<file path="config.mk">
export PLATFORM = sky130hd
export DESIGN_NAME = fht_addr_gen_flat
export DESIGN_NICKNAME = d
export VERILOG_FILES = /design/src/rtl/fht_addr_pkg.sv /design/src/rtl/fht_addr_gen_if.sv /design/src/rtl/fht_addr_delay.sv /design/src/rtl/fht_addr_gen.sv /design/src/flat_wrapper.sv
export SDC_FILE = /design/constraint.sdc
export NUM_CORES = 1
export LEC_CHECK = 0
export CORE_MARGIN = 1
export CORE_UTILIZATION = 35
export DETAILED_ROUTE_END_ITERATION = 16
export GPL_TIMING_DRIVEN = 0
export PLACE_DENSITY = 0.59
export SYNTH_ARGS = -nofsm -noshare
export SYNTH_HDL_FRONTEND = slang
export SYNTH_HIERARCHICAL = 1
export SYNTH_SLANG_ARGS = --single-unit
export TNS_END_PERCENT = 30
</file>
<file path="constraint.sdc">
create_clock -name iCLK -period 6.9 [get_ports iCLK]
set_input_delay 0.69 -clock iCLK [delete_from_list [all_inputs] [get_ports iCLK]]
set_output_delay 0.69 -clock iCLK [all_outputs]
set_load 0.01 [all_outputs]
</file>
<file path="src/rtl/fht_addr_pkg.sv">
// fht_addr_pkg: FSM states, quad type and the address/twiddle helpers for the FHT sequencer.
// QW bounds MAX_LOG2 of fht_addr_gen.
package fht_addr_pkg;
  localparam int QW = 10;
  typedef enum logic [1:0] {IDLE, ISSUE, DRAIN} state_t;
  typedef logic [3:0][QW-1:0] quad_t;
  function automatic quad_t quad_of(input int t, input logic [QW-1:0] base, input logic [QW-1:0] j);
    logic [QW-1:0] h;
    h = QW'(1) << (t + 1);
    return t == 0 ? {base + QW'(3), base + QW'(2), base + QW'(1), base}
         : j == '0 ? {base + h + (h >> 1), base + (h >> 1), base + h, base}
         : {base + (h << 1) - j, base + h - j, base + h + j, base + j};
  endfunction
  function automatic logic [QW-1:0] coef_of(input logic [QW-1:0] j, input int l, input int t);
    return j << (l - 2 - t);
  endfunction
endpackage

</file>
<file path="src/rtl/fht_addr_gen_if.sv">
// fht_addr_gen_if: start request plus quad read/write address bus of the FHT sequencer.
// FHT_ADDR_STALL_EN adds the iSTALL hold input.
interface fht_addr_gen_if #(parameter int MAX_LOG2 = 10);
  localparam int LW = $clog2(MAX_LOG2 + 1);
  localparam int SW = $clog2(MAX_LOG2);
  logic iSTART;
  logic [LW-1:0] iLEN_LOG2;
`ifdef FHT_ADDR_STALL_EN
  logic iSTALL;
`endif
  logic [MAX_LOG2-1:0] oADDR_RD_0, oADDR_RD_1, oADDR_RD_2, oADDR_RD_3;
  logic [MAX_LOG2-1:0] oADDR_WR_0, oADDR_WR_1, oADDR_WR_2, oADDR_WR_3;
  logic [MAX_LOG2-3:0] oADDR_COEF;
  logic [SW-1:0] oSTAGE;
  logic oRD_VALID, oDEGEN, oWE_A, oWE_B, oST_ZERO, oST_LAST, oRESULT_B, oERR, oRDY;
  modport master (
`ifdef FHT_ADDR_STALL_EN
    output iSTALL,
`endif
    output iSTART, iLEN_LOG2,
    input oADDR_RD_0, oADDR_RD_1, oADDR_RD_2, oADDR_RD_3, oRD_VALID, oDEGEN, oADDR_COEF,
    input oADDR_WR_0, oADDR_WR_1, oADDR_WR_2, oADDR_WR_3, oWE_A, oWE_B,
    input oST_ZERO, oST_LAST, oSTAGE, oRESULT_B, oERR, oRDY
  );
  modport slave (
`ifdef FHT_ADDR_STALL_EN
    input iSTALL,
`endif
    input iSTART, iLEN_LOG2,
    output oADDR_RD_0, oADDR_RD_1, oADDR_RD_2, oADDR_RD_3, oRD_VALID, oDEGEN, oADDR_COEF,
    output oADDR_WR_0, oADDR_WR_1, oADDR_WR_2, oADDR_WR_3, oWE_A, oWE_B,
    output oST_ZERO, oST_LAST, oSTAGE, oRESULT_B, oERR, oRDY
  );
endinterface

</file>
<file path="src/rtl/fht_addr_delay.sv">
// fht_addr_delay: LAT-deep shift register for write addresses, valid and bank; frozen while i_hold.
module fht_addr_delay #(
  parameter int W = 8,
  parameter int LAT = 4
) (
  input  logic         clk,
  input  logic         rst,
  input  logic         i_hold,
  input  logic [W-1:0] i_d,
  output logic [W-1:0] o_d
);
  logic [W-1:0] r_sr [LAT];
  always_ff @(posedge clk) begin
    if (rst) r_sr <= '{default: '0};
    else if (!i_hold) begin
      r_sr[0] <= i_d;
      for (int i = 1; i < LAT; i++) r_sr[i] <= r_sr[i-1];
    end
  end
  assign o_d = r_sr[LAT-1];
endmodule

</file>
<file path="src/rtl/fht_addr_gen.sv">
// fht_addr_gen: in-place radix-2 FHT quad address sequencer over ping-pong banks A/B.
// FHT_ADDR_STALL_EN adds iSTALL, which freezes the FSM and the write delay line.
module fht_addr_gen import fht_addr_pkg::*; #(
  parameter int MAX_LOG2 = 10,
  parameter int MIN_LOG2 = 3,
  parameter int LAT = 4
) (
  input logic iCLK,
  input logic iRESET,
  fht_addr_gen_if.slave bus
);
  localparam int AW = MAX_LOG2;
  localparam int CW = AW - 2;
  localparam int LW = $clog2(MAX_LOG2 + 1);
  localparam int SW = $clog2(MAX_LOG2);
  localparam int DW = $clog2(LAT + 1);
  state_t r_st;
  logic [LW-1:0] r_l, w_ln;
  logic [SW-1:0] r_t, w_tn;
  logic [CW-1:0] r_q, r_coef;
  logic [DW-1:0] r_dc;
  logic [QW-1:0] w_qn, w_j, w_base;
  logic [4*QW+1:0] w_dly;
  quad_t w_quad, r_rd, w_wr;
  logic r_valid, r_degen, r_z, r_last, r_res_b, r_err, r_rdy;
  logic w_hold, w_legal, w_qend, w_fin, w_load, w_wv, w_wb;
`ifdef FHT_ADDR_STALL_EN
  assign w_hold = bus.iSTALL;
`else
  assign w_hold = 1'b0;
`endif
  assign w_legal = int'(bus.iLEN_LOG2) >= MIN_LOG2 && int'(bus.iLEN_LOG2) <= MAX_LOG2;
  assign w_qend = QW'(r_q) == (QW'(1) << (int'(r_l) - 2)) - QW'(1);
  assign w_fin = int'(r_t) == int'(r_l) - 2;
  assign w_load = r_st == IDLE ? bus.iSTART && w_legal : r_st == ISSUE ? !w_qend : r_dc == '0 && !w_fin;
  assign w_ln = r_st == IDLE ? bus.iLEN_LOG2 : r_l;
  assign w_tn = r_st == DRAIN ? r_t + SW'(1) : r_st == ISSUE ? r_t : '0;
  assign w_qn = r_st == ISSUE ? QW'(r_q) + QW'(1) : '0;
  // quad index splits into group (upper bits) and j (low t bits, h/2 = 2^t per group)
  assign w_j = w_qn & ((QW'(1) << w_tn) - QW'(1));
  assign w_base = (w_qn >> w_tn) << (int'(w_tn) + 2);
  assign w_quad = quad_of(int'(w_tn), w_base, w_j);
  always_ff @(posedge iCLK) begin
    if (iRESET) begin
      r_st <= IDLE;
      r_l <= '0;
      r_t <= '0;
      r_q <= '0;
      r_dc <= '0;
      r_rd <= '0;
      r_coef <= '0;
      r_valid <= 1'b0;
      r_degen <= 1'b0;
      r_z <= 1'b0;
      r_last <= 1'b0;
      r_res_b <= 1'b0;
      r_err <= 1'b0;
      r_rdy <= 1'b1;
    end else if (!w_hold) begin
      r_err <= r_st == IDLE && bus.iSTART && !w_legal;
      if (w_load) begin
        r_st <= ISSUE;
        r_l <= w_ln;
        r_t <= w_tn;
        r_q <= w_qn[CW-1:0];
        r_rd <= w_quad;
        r_degen <= w_j == '0;
        r_coef <= CW'(coef_of(w_j, int'(w_ln), int'(w_tn)));
        r_z <= w_tn == '0;
        r_last <= int'(w_tn) == int'(w_ln) - 2;
        r_valid <= 1'b1;
        r_rdy <= 1'b0;
      end else if (r_st == ISSUE) begin
        r_st <= DRAIN;
        r_valid <= 1'b0;
        r_dc <= DW'(LAT - 1);
      end else if (r_st == DRAIN) begin
        if (r_dc != '0) r_dc <= r_dc - DW'(1);
        else begin
          r_st <= IDLE;
          r_rdy <= 1'b1;
          r_res_b <= ~r_t[0];
        end
      end
    end
  end
  // even stages write bank B, odd stages bank A
  fht_addr_delay #(.W(4*QW+2), .LAT(LAT)) u_dly (
    .clk(iCLK),
    .rst(iRESET),
    .i_hold(w_hold),
    .i_d({r_rd, r_valid, ~r_t[0]}),
    .o_d(w_dly)
  );
  assign w_wr = w_dly[4*QW+1:2];
  assign w_wv = w_dly[1];
  assign w_wb = w_dly[0];
  assign bus.oADDR_RD_0 = AW'(r_rd[0]);
  assign bus.oADDR_RD_1 = AW'(r_rd[1]);
  assign bus.oADDR_RD_2 = AW'(r_rd[2]);
  assign bus.oADDR_RD_3 = AW'(r_rd[3]);
  assign bus.oADDR_WR_0 = AW'(w_wr[0]);
  assign bus.oADDR_WR_1 = AW'(w_wr[1]);
  assign bus.oADDR_WR_2 = AW'(w_wr[2]);
  assign bus.oADDR_WR_3 = AW'(w_wr[3]);
  assign bus.oRD_VALID = r_valid && !w_hold;
  assign bus.oWE_A = w_wv && !w_wb && !w_hold;
  assign bus.oWE_B = w_wv && w_wb && !w_hold;
  assign bus.oDEGEN = r_degen;
  assign bus.oADDR_COEF = r_coef;
  assign bus.oST_ZERO = r_z;
  assign bus.oST_LAST = r_last;
  assign bus.oSTAGE = r_t;
  assign bus.oRESULT_B = r_res_b;
  assign bus.oERR = r_err;
  assign bus.oRDY = r_rdy;
endmodule

</file>
<file path="src/flat_wrapper.sv">
// flat-port wrapper written by rule: the top's interface ports become plain ports
module fht_addr_gen_flat import fht_addr_pkg::*;
#(
  parameter int MAX_LOG2 = 10,
  parameter int MIN_LOG2 = 3,
  parameter int LAT = 4
)
  (iCLK, iRESET, bus_iSTART, bus_iLEN_LOG2, bus_oADDR_RD_0, bus_oADDR_RD_1, bus_oADDR_RD_2, bus_oADDR_RD_3, bus_oRD_VALID, bus_oDEGEN, bus_oADDR_COEF, bus_oADDR_WR_0, bus_oADDR_WR_1, bus_oADDR_WR_2, bus_oADDR_WR_3, bus_oWE_A, bus_oWE_B, bus_oST_ZERO, bus_oST_LAST, bus_oSTAGE, bus_oRESULT_B, bus_oERR, bus_oRDY);
  fht_addr_gen_if #(.MAX_LOG2(MAX_LOG2)) bus_i ();
  input logic iCLK;
  input logic iRESET;
  input wire logic [$bits(bus_i.iSTART)-1:0] bus_iSTART;
  input wire logic [$bits(bus_i.iLEN_LOG2)-1:0] bus_iLEN_LOG2;
  output wire logic [$bits(bus_i.oADDR_RD_0)-1:0] bus_oADDR_RD_0;
  output wire logic [$bits(bus_i.oADDR_RD_1)-1:0] bus_oADDR_RD_1;
  output wire logic [$bits(bus_i.oADDR_RD_2)-1:0] bus_oADDR_RD_2;
  output wire logic [$bits(bus_i.oADDR_RD_3)-1:0] bus_oADDR_RD_3;
  output wire logic [$bits(bus_i.oRD_VALID)-1:0] bus_oRD_VALID;
  output wire logic [$bits(bus_i.oDEGEN)-1:0] bus_oDEGEN;
  output wire logic [$bits(bus_i.oADDR_COEF)-1:0] bus_oADDR_COEF;
  output wire logic [$bits(bus_i.oADDR_WR_0)-1:0] bus_oADDR_WR_0;
  output wire logic [$bits(bus_i.oADDR_WR_1)-1:0] bus_oADDR_WR_1;
  output wire logic [$bits(bus_i.oADDR_WR_2)-1:0] bus_oADDR_WR_2;
  output wire logic [$bits(bus_i.oADDR_WR_3)-1:0] bus_oADDR_WR_3;
  output wire logic [$bits(bus_i.oWE_A)-1:0] bus_oWE_A;
  output wire logic [$bits(bus_i.oWE_B)-1:0] bus_oWE_B;
  output wire logic [$bits(bus_i.oST_ZERO)-1:0] bus_oST_ZERO;
  output wire logic [$bits(bus_i.oST_LAST)-1:0] bus_oST_LAST;
  output wire logic [$bits(bus_i.oSTAGE)-1:0] bus_oSTAGE;
  output wire logic [$bits(bus_i.oRESULT_B)-1:0] bus_oRESULT_B;
  output wire logic [$bits(bus_i.oERR)-1:0] bus_oERR;
  output wire logic [$bits(bus_i.oRDY)-1:0] bus_oRDY;
  assign bus_i.iSTART = bus_iSTART;
  assign bus_i.iLEN_LOG2 = bus_iLEN_LOG2;
  assign bus_oADDR_RD_0 = bus_i.oADDR_RD_0;
  assign bus_oADDR_RD_1 = bus_i.oADDR_RD_1;
  assign bus_oADDR_RD_2 = bus_i.oADDR_RD_2;
  assign bus_oADDR_RD_3 = bus_i.oADDR_RD_3;
  assign bus_oRD_VALID = bus_i.oRD_VALID;
  assign bus_oDEGEN = bus_i.oDEGEN;
  assign bus_oADDR_COEF = bus_i.oADDR_COEF;
  assign bus_oADDR_WR_0 = bus_i.oADDR_WR_0;
  assign bus_oADDR_WR_1 = bus_i.oADDR_WR_1;
  assign bus_oADDR_WR_2 = bus_i.oADDR_WR_2;
  assign bus_oADDR_WR_3 = bus_i.oADDR_WR_3;
  assign bus_oWE_A = bus_i.oWE_A;
  assign bus_oWE_B = bus_i.oWE_B;
  assign bus_oST_ZERO = bus_i.oST_ZERO;
  assign bus_oST_LAST = bus_i.oST_LAST;
  assign bus_oSTAGE = bus_i.oSTAGE;
  assign bus_oRESULT_B = bus_i.oRESULT_B;
  assign bus_oERR = bus_i.oERR;
  assign bus_oRDY = bus_i.oRDY;
  fht_addr_gen #(.MAX_LOG2(MAX_LOG2), .MIN_LOG2(MIN_LOG2), .LAT(LAT)) u_core (.iCLK(iCLK), .iRESET(iRESET), .bus(bus_i));
endmodule
</file>
After elaboration in Yosys (flattened, before gate mapping) --
Cells that the tools add are included. Widths: inputs -> output; s select.
Storage, ports and cells: input port bits 7, register bits after elaboration 244
Cells by class: reductions and logical operators 28, $add $sub $neg 21, eq/ne operators 9, order comparisons 2, bitwise gates (word level) 5, multiplexer cells 21, shift operators 6
Operators with widths (count):
- $mux 40 | 2
- $eq 5x32->1 | 2
- $shl 1x32->10 const A | 2
- $add 10x10->10 | 4
- $shl 10x32->10 | 1
- $shl 10x32->8 | 1
- $sub 32x5->32 | 1
- $add 10x2->10 const B | 2
- $add 10x9->10 | 2
- $sub 10x1->10 const B | 2
- $sub 10x10->10 | 2
- $mux 4 | 3
- $add 10x1->10 const B | 1
- $and 10x10->10 | 1
- $eq 8x10->1 | 1
- $logic_not 10->1 | 1
- $mux 10 | 1
- $shl 1x4->10 const A | 1
- $shr 10x4->10 | 1
- $sub 4x2->5 const B | 2
- $add 8x1->9 const B | 1
- $mux 1 | 9
- $mux 3 | 3
- $logic_not 4->1 | 2
- 22 further kinds | 44

Depth between registers and ports, before layout --
Gate-level depths: netlist of run 1.
word-level depth 9, mapped depth 32

Cells and area by module --
The synthesis of run 1 kept the hierarchy.
By module, submodules not included:
- fht_addr_gen | times used 1, cells an instance 1179, area each 8957.3 um2
- fht_addr_delay | times used 1, cells an instance 584, area each 6322.3 um2

Worst setup path after synthesis of run 1 --
OpenSTA, ideal clock, no wires.
kind register to register, start register u_core.r_st[0], end register u_core.r_rd (netlist bit u_core/bus.oADDR_RD_2[9]), required time 6794 ps, cell stages (with the launch flop) 29, buffers on the path 3, setup slack 763 ps, data arrival time 6031 ps, clock period less this slack 6137 ps, library setup time 106 ps, cell sequence dfxtp_1 > inv_1 > ha_1 > buf_4 > nor2b_1 > o21a_1 > nor2_2 > inv_1 > ha_1 > clkbuf_1 > o21a_1 > a21oi_1 > nor3_1 > ha_1 > a21oi_1 > o21bai_1 > xor2_1 > ha_1 > clkbuf_1 > nand3_1 > nand2_1 > a41o_1 > o41ai_1 > o21ai_0 > xor2_1 > o21ai_0 > a311oi_1 > mux2i_1 > o311ai_0
On the way: longest elaborated chain between the ends 9
RTL lines:
- from (decl) | RTL line fht_addr_gen.sv:17 | state_t r_st;
- from (signal assigned) | RTL line fht_addr_gen.sv:45 | r_st <= IDLE;
- from (signal assigned) | RTL line fht_addr_gen.sv:62 | r_st <= ISSUE;
- from (signal assigned) | RTL line fht_addr_gen.sv:74 | r_st <= DRAIN;
- $eq 2x1->1 | RTL line fht_addr_gen.sv:37 | assign w_tn = r_st == DRAIN ? r_t + SW'(1) : r_st == ISSUE ? r_t : '0;
- $mux 4 | RTL line fht_addr_gen.sv:37
- $mux 4 (*) | RTL line fht_addr_gen.sv:37
- net u_core.w_tn[2] | RTL line fht_addr_gen.sv:19 | logic [SW-1:0] r_t, w_tn;
- $add 4x2->5, or another cell as far along | RTL line fht_addr_gen.sv:41 | assign w_base = (w_qn >> w_tn) << (int'(w_tn) + 2);
- $shl 10x32->10, or another cell as far along | RTL line fht_addr_gen.sv:41
- $add 10x10->10 / $and 10x10->10 (equally long branches) | RTL line fht_addr_pkg.sv:12, fht_addr_gen.sv:40
- $sub 10x10->10 / $logic_not 10->1 (equally long branches) | RTL line fht_addr_pkg.sv:12, fht_addr_pkg.sv:11
- $mux 40 | RTL line fht_addr_pkg.sv:11 | : j == '0 ? {base + h + (h >> 1), base + (h >> 1), base + h, base}
- $mux 40 (*) | RTL line fht_addr_pkg.sv:10 | return t == 0 ? {base + QW'(3), base + QW'(2), base + QW'(1), base}
- to (signal assigned) | RTL line fht_addr_gen.sv:66 | r_rd <= w_quad;
- to (decl) | RTL line fht_addr_gen.sv:24 | quad_t w_quad, r_rd, w_wr;
The timed path passes the listed nets; every way through them passes the cells marked *. A chain may end at the register's enable or synchronous reset.

Worst setup path after layout of run 1 --
start register u_core.r_st[0], end register u_core.r_rd (netlist bit u_core/bus.oADDR_RD_3[9])
On the way: longest elaborated chain between the ends 9
RTL lines:
- $eq 2x1->1 | RTL line fht_addr_gen.sv:35, fht_addr_gen.sv:37, fht_addr_gen.sv:38
- $mux 4 (2 in a row) | RTL line fht_addr_gen.sv:37
- $add 4x2->5, or another cell as far along | RTL line fht_addr_gen.sv:41
- $shl 10x32->10, or another cell as far along | RTL line fht_addr_gen.sv:41
- $add 10x10->10, or another cell as far along | RTL line fht_addr_pkg.sv:12 | : {base + (h << 1) - j, base + h - j, base + h + j, base + j};
- $sub 10x10->10, or another cell as far along | RTL line fht_addr_pkg.sv:12
- $mux 40 | RTL line fht_addr_pkg.sv:11
- $mux 40 | RTL line fht_addr_pkg.sv:10
Parallel ways exist; a longest one is shown, timed or not.

==> implementation parameters, run 1 <==
Parameter                              Value

Run status
  Outcome    finished clean

Clock tree
  TritonCTS clock tree    done
  CTS clk-pin slew, worst paths    0.06 ns
  Number of clock sinks seen by CTS    approximately 240
  CTS Root Cell    sky130_fd_sc_hd__clkbuf_16
  Hold-fix buffers at CTS    0
  Clock buffer count from CTS    26
  Worst skew pair latency    0.54 ns
  Maximum clock insertion buffer count    3
  H-tree depth reported by CTS    1

Pwr
  Portion of total power attributed to the clock network    0.185
  Largest vdd supply drop    0.182 mV
  Switching Fraction    0.459
  Sequential power share    0.242
  Static leakage power    between 7 and 8 nW
  Net Sw Power    about 3.3 mW
  Power Internal    3.89 mW
  Pwr/cell area    395 mW/mm^2
  Share of total power in combinational logic    0.573

Global routing
  Initial antenna violation count    0
  First-pass GRT wire length    75000 um
  Vias in the first global route    12800
  Maximum number of pins on one net before global-route repair    14
  Sum of overflow across all layers after global routing    0
  Global routing usage summed across all routing layers    0.217

STA
  Post-route worst setup slack    roughly 0.27 ns
  Worst relative slew slack    0.235
  Final hold vios    0
  Ratio of final minimum period to clock period    0.961
  Transition at the pin with the smallest max-transition slack    approximately 1.1 ns
  Worst clock skew on the final layout    0.00810 ns
  Pins Over Slew Limit    0
  Upper clock frequency limit    151 MHz
  Total setup violations reported at the end of the flow    0
  Min cycle time layout    between 6 and 7 ns
  Worst Hold Margin    0.461 ns

Drt
  Post-detailed-routing wire length    between 40000 and 50000 um
  Via Count    13400
  Number of antenna-violating nets in the routed design    0
  DRC violation count after routing    0
  Number of vias per cell    between 5 and 6
  Number of iterations in the first detailed-routing pass    6
  Post-DR wirelength/cell    a little under 20 um
  Detailed Route Iter0 Violations    ~1100

Placed design
  HPWL after detailed placement    38200 um
  IO Port Bufs    107
  Weighted congestion reported at the end of routability-driven placement    1.01
  Placement Setup Slack    -1.58 ns

Logic synthesis
  Ranking of synthesized cells by area    sky130_fd_sc_hd__dfxtp_1, sky130_fd_sc_hd__mux2i_1, sky130_fd_sc_hd__ha_1, sky130_fd_sc_hd__nor2_1, sky130_fd_sc_hd__xnor2_1
  Synthesis Warnings    6
  Top cell type's share of synthesized area    0.320
  Multiplexer share of the synthesized area    0.135
  Complex-gate fraction of the synthesized area    0.153
  Largest area contributor in the netlist    sky130_fd_sc_hd__dfxtp_1
  Register area share after synthesis    0.320
  Share of flip-flops with an asynchronous set or reset    0
  EDFF count, synth    0
  Number of cells produced by synthesis    about 1800
  Cell Area, Synth    0.0153 mm^2
  Area share of xor/xnor cells in the synthesized design    0.0446
  Adder and majority cell fraction of the synthesized area    0.0963
  Share of synthesized cell area in and, or, nand and nor gates    0.168
  Mean post-synth cell area    8.67 um^2
  Largest family of logic cells by synthesized area    simple AND/OR/NAND/NOR gates
  Flops & latches, synth    roughly 240
  Total nets after synthesis    around 1900
  Post-synth top flop    sky130_fd_sc_hd__dfxtp_1
  Number of distinct library cells after synthesis    95

Setup path
  Critical-path maximum fanout    10
  Delay-heaviest family, CP    simple AND/OR/NAND/NOR gates
  Required time worst endpoint    7.32 ns
  Critical path class    register to register
  Data arrival time of the worst path    just over 7 ns
  Number of buffer and inverter instances along the worst setup path    6
  Worst Setup End Kind    register
  Slowest stage cell on the critical path    sky130_fd_sc_hd__fa_1
  Slowest Stage Delay on Critical Path    0.53 ns
  Most frequent cell on the critical path    sky130_fd_sc_hd__inv_1
  Kind of launch point of the worst setup path    register

Floorplanning
  Top-level I/O count    between 100 and 150
  Floorplan row count    76
  Width of the die    211 um
  Core area    roughly 0.043 mm^2
  Starting density of the core    0.355
  Vertical extent of the die    between 200 and 250 um
  Total die area    0.0445 mm^2

Finish
  Area of all sequential standard cells    just under 0.005 mm^2
  Area grow syn2layout    19.2%
  Filler cells    4265
  Total number of nets in the final design    approximately 2000
  Area of combinational cells with multiple inputs    a little over 0.009 mm^2
  Fraction of final layout cells sized beyond drive strength 1    0.112
  Total inserted antenna cells    0

Job
  Number of max-capacitance violations reported    0

Worst hold path
  Class of the most critical hold timing path    register to register
==> cell type report <==
cell class,count,share of cell area
inverter,81,0.0170
timing repair buffer,121,0.0648
clock buffer,35,0.0409
buffer,144,0.0523
multi-input combinational,1291,0.513
clock inverter,10,0.00405
sequential,244,0.268
tap,585,0.0402
==> registers in the layout, summed over array words and instances (netlist names), 4 cells and up <==
signal	count
u_core/bus.oADDR_COEF	8
u_core/bus.oSTAGE	4
u_core/r_l	4
u_core/bus.oADDR_RD_1	10
u_core/bus.oADDR_RD_2	10
u_core/u_dly/o_d	42
u_core/r_q	8
u_core/bus.oADDR_RD_3	10
u_core/bus.oADDR_RD_0	10
u_core/u_dly/r_sr	126
==> worst min-delay path: stages, from the launching register on <==
cell	delay [ns]
sky130_fd_sc_hd__dfxtp_1	0.31
sky130_fd_sc_hd__nand2_1	0.05
sky130_fd_sc_hd__a21oi_1	0.05
==> cell families after synthesis <==
| logic type | Yosys count |
|---|---|
| xor gates and xnor gates | 77 |
| buffers and inverters | 228 |
| muxes | 203 |
| adders and majority gates | 108 |
| DFF | 244 |
| and+or+nand+nor | 559 |
| other | 1 |
| AOI/OAI and AO/OA | 343 |
==> cells in the mapped netlist, types with 7 or more instances <==
cell and number:
sky130_fd_sc_hd__o21ai_0 55, sky130_fd_sc_hd__fa_1 16, sky130_fd_sc_hd__nor4_1 7, sky130_fd_sc_hd__mux2i_1 194
sky130_fd_sc_hd__buf_4 50, sky130_fd_sc_hd__nand4_1 11, sky130_fd_sc_hd__a31oi_1 7, sky130_fd_sc_hd__and2_1 12
sky130_fd_sc_hd__o21bai_1 10, sky130_fd_sc_hd__nor2_1 270, sky130_fd_sc_hd__nand2_1 103, sky130_fd_sc_hd__o31ai_1 7
sky130_fd_sc_hd__a311oi_1 7, sky130_fd_sc_hd__nor3_1 35, sky130_fd_sc_hd__nand2b_1 14, sky130_fd_sc_hd__a22oi_1 9
sky130_fd_sc_hd__or3_1 14, sky130_fd_sc_hd__buf_8 13, sky130_fd_sc_hd__nor2b_1 14, sky130_fd_sc_hd__nand3_1 32
sky130_fd_sc_hd__xor2_1 20, sky130_fd_sc_hd__a22o_1 8, sky130_fd_sc_hd__buf_2 24, sky130_fd_sc_hd__o211ai_1 27
sky130_fd_sc_hd__dfxtp_1 244, sky130_fd_sc_hd__o21a_1 14, sky130_fd_sc_hd__a21oi_1 89, sky130_fd_sc_hd__clkbuf_1 48
sky130_fd_sc_hd__inv_1 75, sky130_fd_sc_hd__ha_1 92, sky130_fd_sc_hd__a21o_1 9, sky130_fd_sc_hd__o21ai_1 7
sky130_fd_sc_hd__xnor2_1 56, sky130_fd_sc_hd__and3_1 9, sky130_fd_sc_hd__a211oi_1 21
==> worst paths after layout <==
kind / slack [ns] / cells after the start / to / from
max: 0.27 / 25 / u_core/bus.oADDR_RD_3[9] / u_core/r_st[0]
max reg2reg: 0.27 / 25 / u_core/bus.oADDR_RD_3[9] / u_core/r_st[0]
min reg2reg: 0.46 / 2 / u_core/bus.oST_ZERO / u_core/bus.oST_ZERO
min: 0.46 / 2 / u_core/bus.oST_ZERO / u_core/bus.oST_ZERO
==> stage by stage <==
step                total power, mW  std cells  TNS [ns]  instance area, um^2   util
floorplan                      4.34       1763         0                15300      -
global placement               5.57       2455    -27.73                17100  0.397
detailed placement             5.61       2457    -27.20                17100  0.397
CTS                            7.04       2504         0                18100  0.419
global route                   7.62       2511   -0.0125                18200  0.423
finish                         7.19       2511         0                18200  0.423
==> placed cells by master, fill, tap and decap left out, drive strengths merged, types with 10 or more instances in the layout <==
| cell | count |
|---|---|
| nor2 | 272 |
| and2 | 13 |
| inv | 80 |
| nor3 | 35 |
| a21oi | 89 |
| nand4 | 13 |
| dfxtp | 244 |
| o211ai | 27 |
| or3 | 14 |
| fa | 16 |
| xnor2 | 56 |
| ha | 92 |
| mux2i | 194 |
| and3 | 11 |
| a211oi | 23 |
| o21ai | 63 |
| o21a | 14 |
| clkdlybuf4s50 | 107 |
| nand3 | 32 |
| nor2b | 14 |
| nand2 | 104 |
| clkbuf | 81 |
| xor2 | 21 |
| nand2b | 14 |
| o21bai | 10 |
| buf | 112 |
==> power by group through the flow <==
| stage | Sequential [mW] | Clock [mW] | Combinational [mW] |
|---|---|---|---|
| detailed placement | 1.77 | 0 | 3.83 |
| finish | 1.74 | 1.33 | 4.12 |
| CTS | 1.74 | 1.36 | 3.94 |
| floorplan | 1.74 | 0 | 2.60 |
| global route | 1.76 | 1.42 | 4.45 |
| global placement | 1.77 | 0 | 3.80 |
==> repair_timing <==
action | 4_1_cts | 5_1_grt
gates resized for setup | 18 | 21
setup endpoints to repair | 37 | 10
pin swaps | 1 | 4
setup buffers | 2 | 10
==> per-layer routing <==
layer	wire, um	vias up	GRT usage
met5	0	-	0
met2	21500	422	0.348
met4	1970	0	0.0882
met1	21300	6377	0.287
li1	-	6456	-
met3	3500	99	0.0409
(Power assumes the default switching activity.)
==> inputs of run 2 (changes only) <==
--- a/config.mk
+++ b/config.mk
@@ -5,6 +5,7 @@
 export SDC_FILE = /design/constraint.sdc
 export NUM_CORES = 1
 export LEC_CHECK = 0
+export ABC_AREA = 1
 export CORE_MARGIN = 1
 export CORE_UTILIZATION = 35
 export DETAILED_ROUTE_END_ITERATION = 16
==> implementation parameters, run 2 <==
Parameter                              Value

Pwr
  Largest vdd supply drop    0.212 mV (+16%)
  Static leakage power    9.11 nW (+19%)
  Pwr/cell area    472 mW/mm^2 (+20%)
  Total Power Consumption    8.73 mW (+21%)

Clock tree
  Post-CTS setup buffers    0 (-2)
  TritonCTS clock tree    done
  Maximum clock insertion buffer count    3 (unchanged)
  Clock buffer count from CTS    28 (+7.7%)
  CTS clk-pin slew, worst paths    0.06 ns (about the same)
  H-tree depth reported by CTS    1 (unchanged)
  Number of clock sinks seen by CTS    244 (unchanged)
  Cells resized by post-CTS repair    1 (-17)
  CTS Root Cell    sky130_fd_sc_hd__clkbuf_16
  Hold-fix buffers at CTS    0 (unchanged)
  Worst skew pair latency    0.56 ns (+0.02 ns)

Logic synthesis
  Synthesis Warnings    6 (unchanged)
  Number of distinct library cells after synthesis    56 (-41%)
  Share of flip-flops with an asynchronous set or reset    0 (unchanged)
  Mean post-synth cell area    6.48 um^2 (-25%)
  Share of synthesized cell area in and, or, nand and nor gates    0.317 (+0.148)
  Post-synth top flop    sky130_fd_sc_hd__dfxtp_1
  Number of cells produced by synthesis    2433 (+38%)
  Top post-synthesis cells by count    sky130_fd_sc_hd__nand2_1, sky130_fd_sc_hd__nor2_1, sky130_fd_sc_hd__inv_1
  Cell Area, Synth    0.0158 mm^2 (+3.2%)
  Register area share after synthesis    0.310 (-0.00997)
  Flops & latches, synth    244 (unchanged)
  Top cell type's share of synthesized area    0.310 (-0.00997)
  Area share of xor/xnor cells in the synthesized design    0.0382 (-0.00639)
  Multiplexer share of the synthesized area    0.000635 (-0.134)
  EDFF count, synth    0 (unchanged)
  Largest area contributor in the netlist    sky130_fd_sc_hd__dfxtp_1
  Most frequent cell after synthesis    sky130_fd_sc_hd__nand2_1
  Adder and majority cell fraction of the synthesized area    0.0941 (-0.00221)
  Largest family of logic cells by synthesized area    simple AND/OR/NAND/NOR gates
  Complex-gate fraction of the synthesized area    0.107 (-0.0462)
  Ranking of synthesized cells by area    sky130_fd_sc_hd__dfxtp_1, sky130_fd_sc_hd__nand2_1, sky130_fd_sc_hd__nor2_1, sky130_fd_sc_hd__inv_1, sky130_fd_sc_hd__ha_1

Finish
  Register with the highest flop count    u_core/u_dly/r_sr
  Total number of nets in the final design    2688 (+33%)
  Area grow syn2layout    17.2%
  Most common cell after layout, fill and taps aside    sky130_fd_sc_hd__nand2_1
  Flip-flop count of the largest register after layout    126 (unchanged)
  Commonest cells after routing, fill and taps aside    sky130_fd_sc_hd__nand2_1, sky130_fd_sc_hd__nor2_1, sky130_fd_sc_hd__inv_1
  Final core utilization    0.417 (-0.00566)
  Count of placed standard cells in the final layout, fillers left out    3184 (+27%)
  Total inserted antenna cells    0 (unchanged)
  Fraction of final layout cells sized beyond drive strength 1    0.0787 (-0.0334)

Global routing
  Sum of overflow across all layers after global routing    0 (unchanged)
  First-pass GRT wire length    78700 um (+5.0%)
  Vias in the first global route    14300 (+12%)
  Global routing usage summed across all routing layers    0.216 (-0.00117)
  Initial antenna violation count    0 (unchanged)
  Maximum number of pins on one net before global-route repair    15 (+1)

Placed design
  Weighted congestion reported at the end of routability-driven placement    0.960 (-4.7%)
  Number of cells in the design after placement    3134 (+28%)
  Placement Setup Slack    -0.0229 ns (+1.56 ns)
  HPWL after detailed placement    39600 um (+3.7%)
  IO Port Bufs    107 (unchanged)

Setup path
  Cells on worst reg2reg path    32 (+28%)
  Required time worst endpoint    7.33 ns (about the same)
  Slowest Stage Delay on Critical Path    0.59 ns (+0.06 ns)
  Critical-path maximum fanout    10 (unchanged)
  Data arrival time of the worst path    6.82 ns (-0.23 ns)
  Slowest stage cell on the critical path    sky130_fd_sc_hd__fa_1
  Critical path class    register to register
  Kind of launch point of the worst setup path    register
  Most frequent cell on the critical path    sky130_fd_sc_hd__nand2_1
  Worst Setup End Kind    register

Drt
  Post-detailed-routing wire length    50300 um (+4.2%)
  Number of antenna-violating nets in the routed design    0 (unchanged)
  Detailed Route Iter0 Violations    1079 (-4.2%)
  Number of vias per cell    4.71 (-11%)
  Via Count    15000 (+12%)
  Number of iterations in the first detailed-routing pass    5 (-1)
  Post-DR wirelength/cell    15.8 um (-18%)
  DRC violation count after routing    0 (unchanged)

Floorplanning
  Vertical extent of the die    214 um (+1.6%)
  Core area    0.0443 mm^2 (+2.9%)
  Total die area    0.0459 mm^2 (+3.2%)
  Width of the die    214 um (+1.6%)
  Starting density of the core    0.356 (+0.00116)
  Floorplan row count    77 (+1.3%)
  Top-level I/O count    108 (unchanged)

STA
  Min cycle time layout    6.39 ns (-0.244 ns)
  Worst clock skew on the final layout    0.0260 ns (+0.0179 ns)
  Final hold vios    0 (unchanged)
  Upper clock frequency limit    157 MHz (+3.8%)
  Ratio of final minimum period to clock period    0.926 (-0.0354)
  Worst relative slew slack    0.430 (+0.195)
  Worst Hold Margin    0.472 ns (+0.0104 ns)
  Total setup violations reported at the end of the flow    0 (unchanged)
  Setup repair after global routing missed its margin    no
  Pins Over Slew Limit    0 (unchanged)
  Post-route worst setup slack    0.512 ns (+0.244 ns)
  Transition at the pin with the smallest max-transition slack    0.854 ns (-0.291 ns)

Worst hold path
  Class of the most critical hold timing path    register to register
  Worst hold path cell count    2 (unchanged)

Job
  Number of max-capacitance violations reported    0 (unchanged)

Run status
  Outcome    finished clean
[run 2: cell type report]
type / count / area [um^2]
Inverter: 346 / 1300
Fill cell: 4727 / 25800
Sequential cell: 244 / 4880
Multi-Input combinational cell: 1704 / 8790
Tap cell: 592 / 741
Clock inverter: 8 / 68.8
Timing Repair Buffer: 107 / 1070
Buffer: 141 / 808
Clock buffer: 42 / 813
[run 2: report_power, final]
part / internal, mW / total (mW) / switching (mW)
clock network: 0.816 / 1.42 / 0.600
registers: 1.64 / 1.87 / 0.232
logic: 1.86 / 5.44 / 3.58
total: 4.32 / 8.73 / 4.41
[run 2: worst paths after layout]
kind	start	end	slack, ns
worst min-delay path	u_core/u_dly/r_sr[86]	u_core/u_dly/r_sr[44]	0.47
worst max register to register	u_core/r_st[0]	u_core/bus.oADDR_RD_3[9]	0.51
worst min register to register	u_core/u_dly/r_sr[86]	u_core/u_dly/r_sr[44]	0.47
worst max-delay path	u_core/r_st[0]	u_core/bus.oADDR_RD_3[9]	0.51
[run 2: critical path: cells and delay by family, from the launching register on]
| family | cells | cell delay [ns] |
|---|---|---|
| adder cells (fa/ha/maj) | 5 | 1.79 |
| AND/OR/NAND/NOR | 10 | 1.13 |
| AO/OA/AOI/OAI | 7 | 1.13 |
| XOR/XNOR | 2 | 0.29 |
| buffers and inverters | 8 | 1.56 |
| flip-flops | 1 | 0.33 |
[run 2: through the flow]
stage	setup TNS (ns)	instance area, um^2
floorplan	0	15800
global placement	-0.0184	17600
detailed placement	-0.0229	17600
CTS	0	18500
global route	0	18500
finish	0	18500
[run 2: metal layers]
layer	track usage	wire, um	part of all wire	vias to the layer above
met5	0	0	0	-
met3	0.0228	2330	0.046	92
met4	0.0900	1990	0.039	0
met1	0.271	22400	0.45	6719
li1	-	-	-	7776
met2	0.375	23600	0.47	405
[run 2: kinds of logic after synthesis]
logic type / Yosys count
AOI/OAI and AO/OA: 301
xor gates and xnor gates: 68
adders and majority gates: 109
buffers and inverters: 487
DFF: 244
muxes: 1
other: 1
and+or+nand+nor: 1222
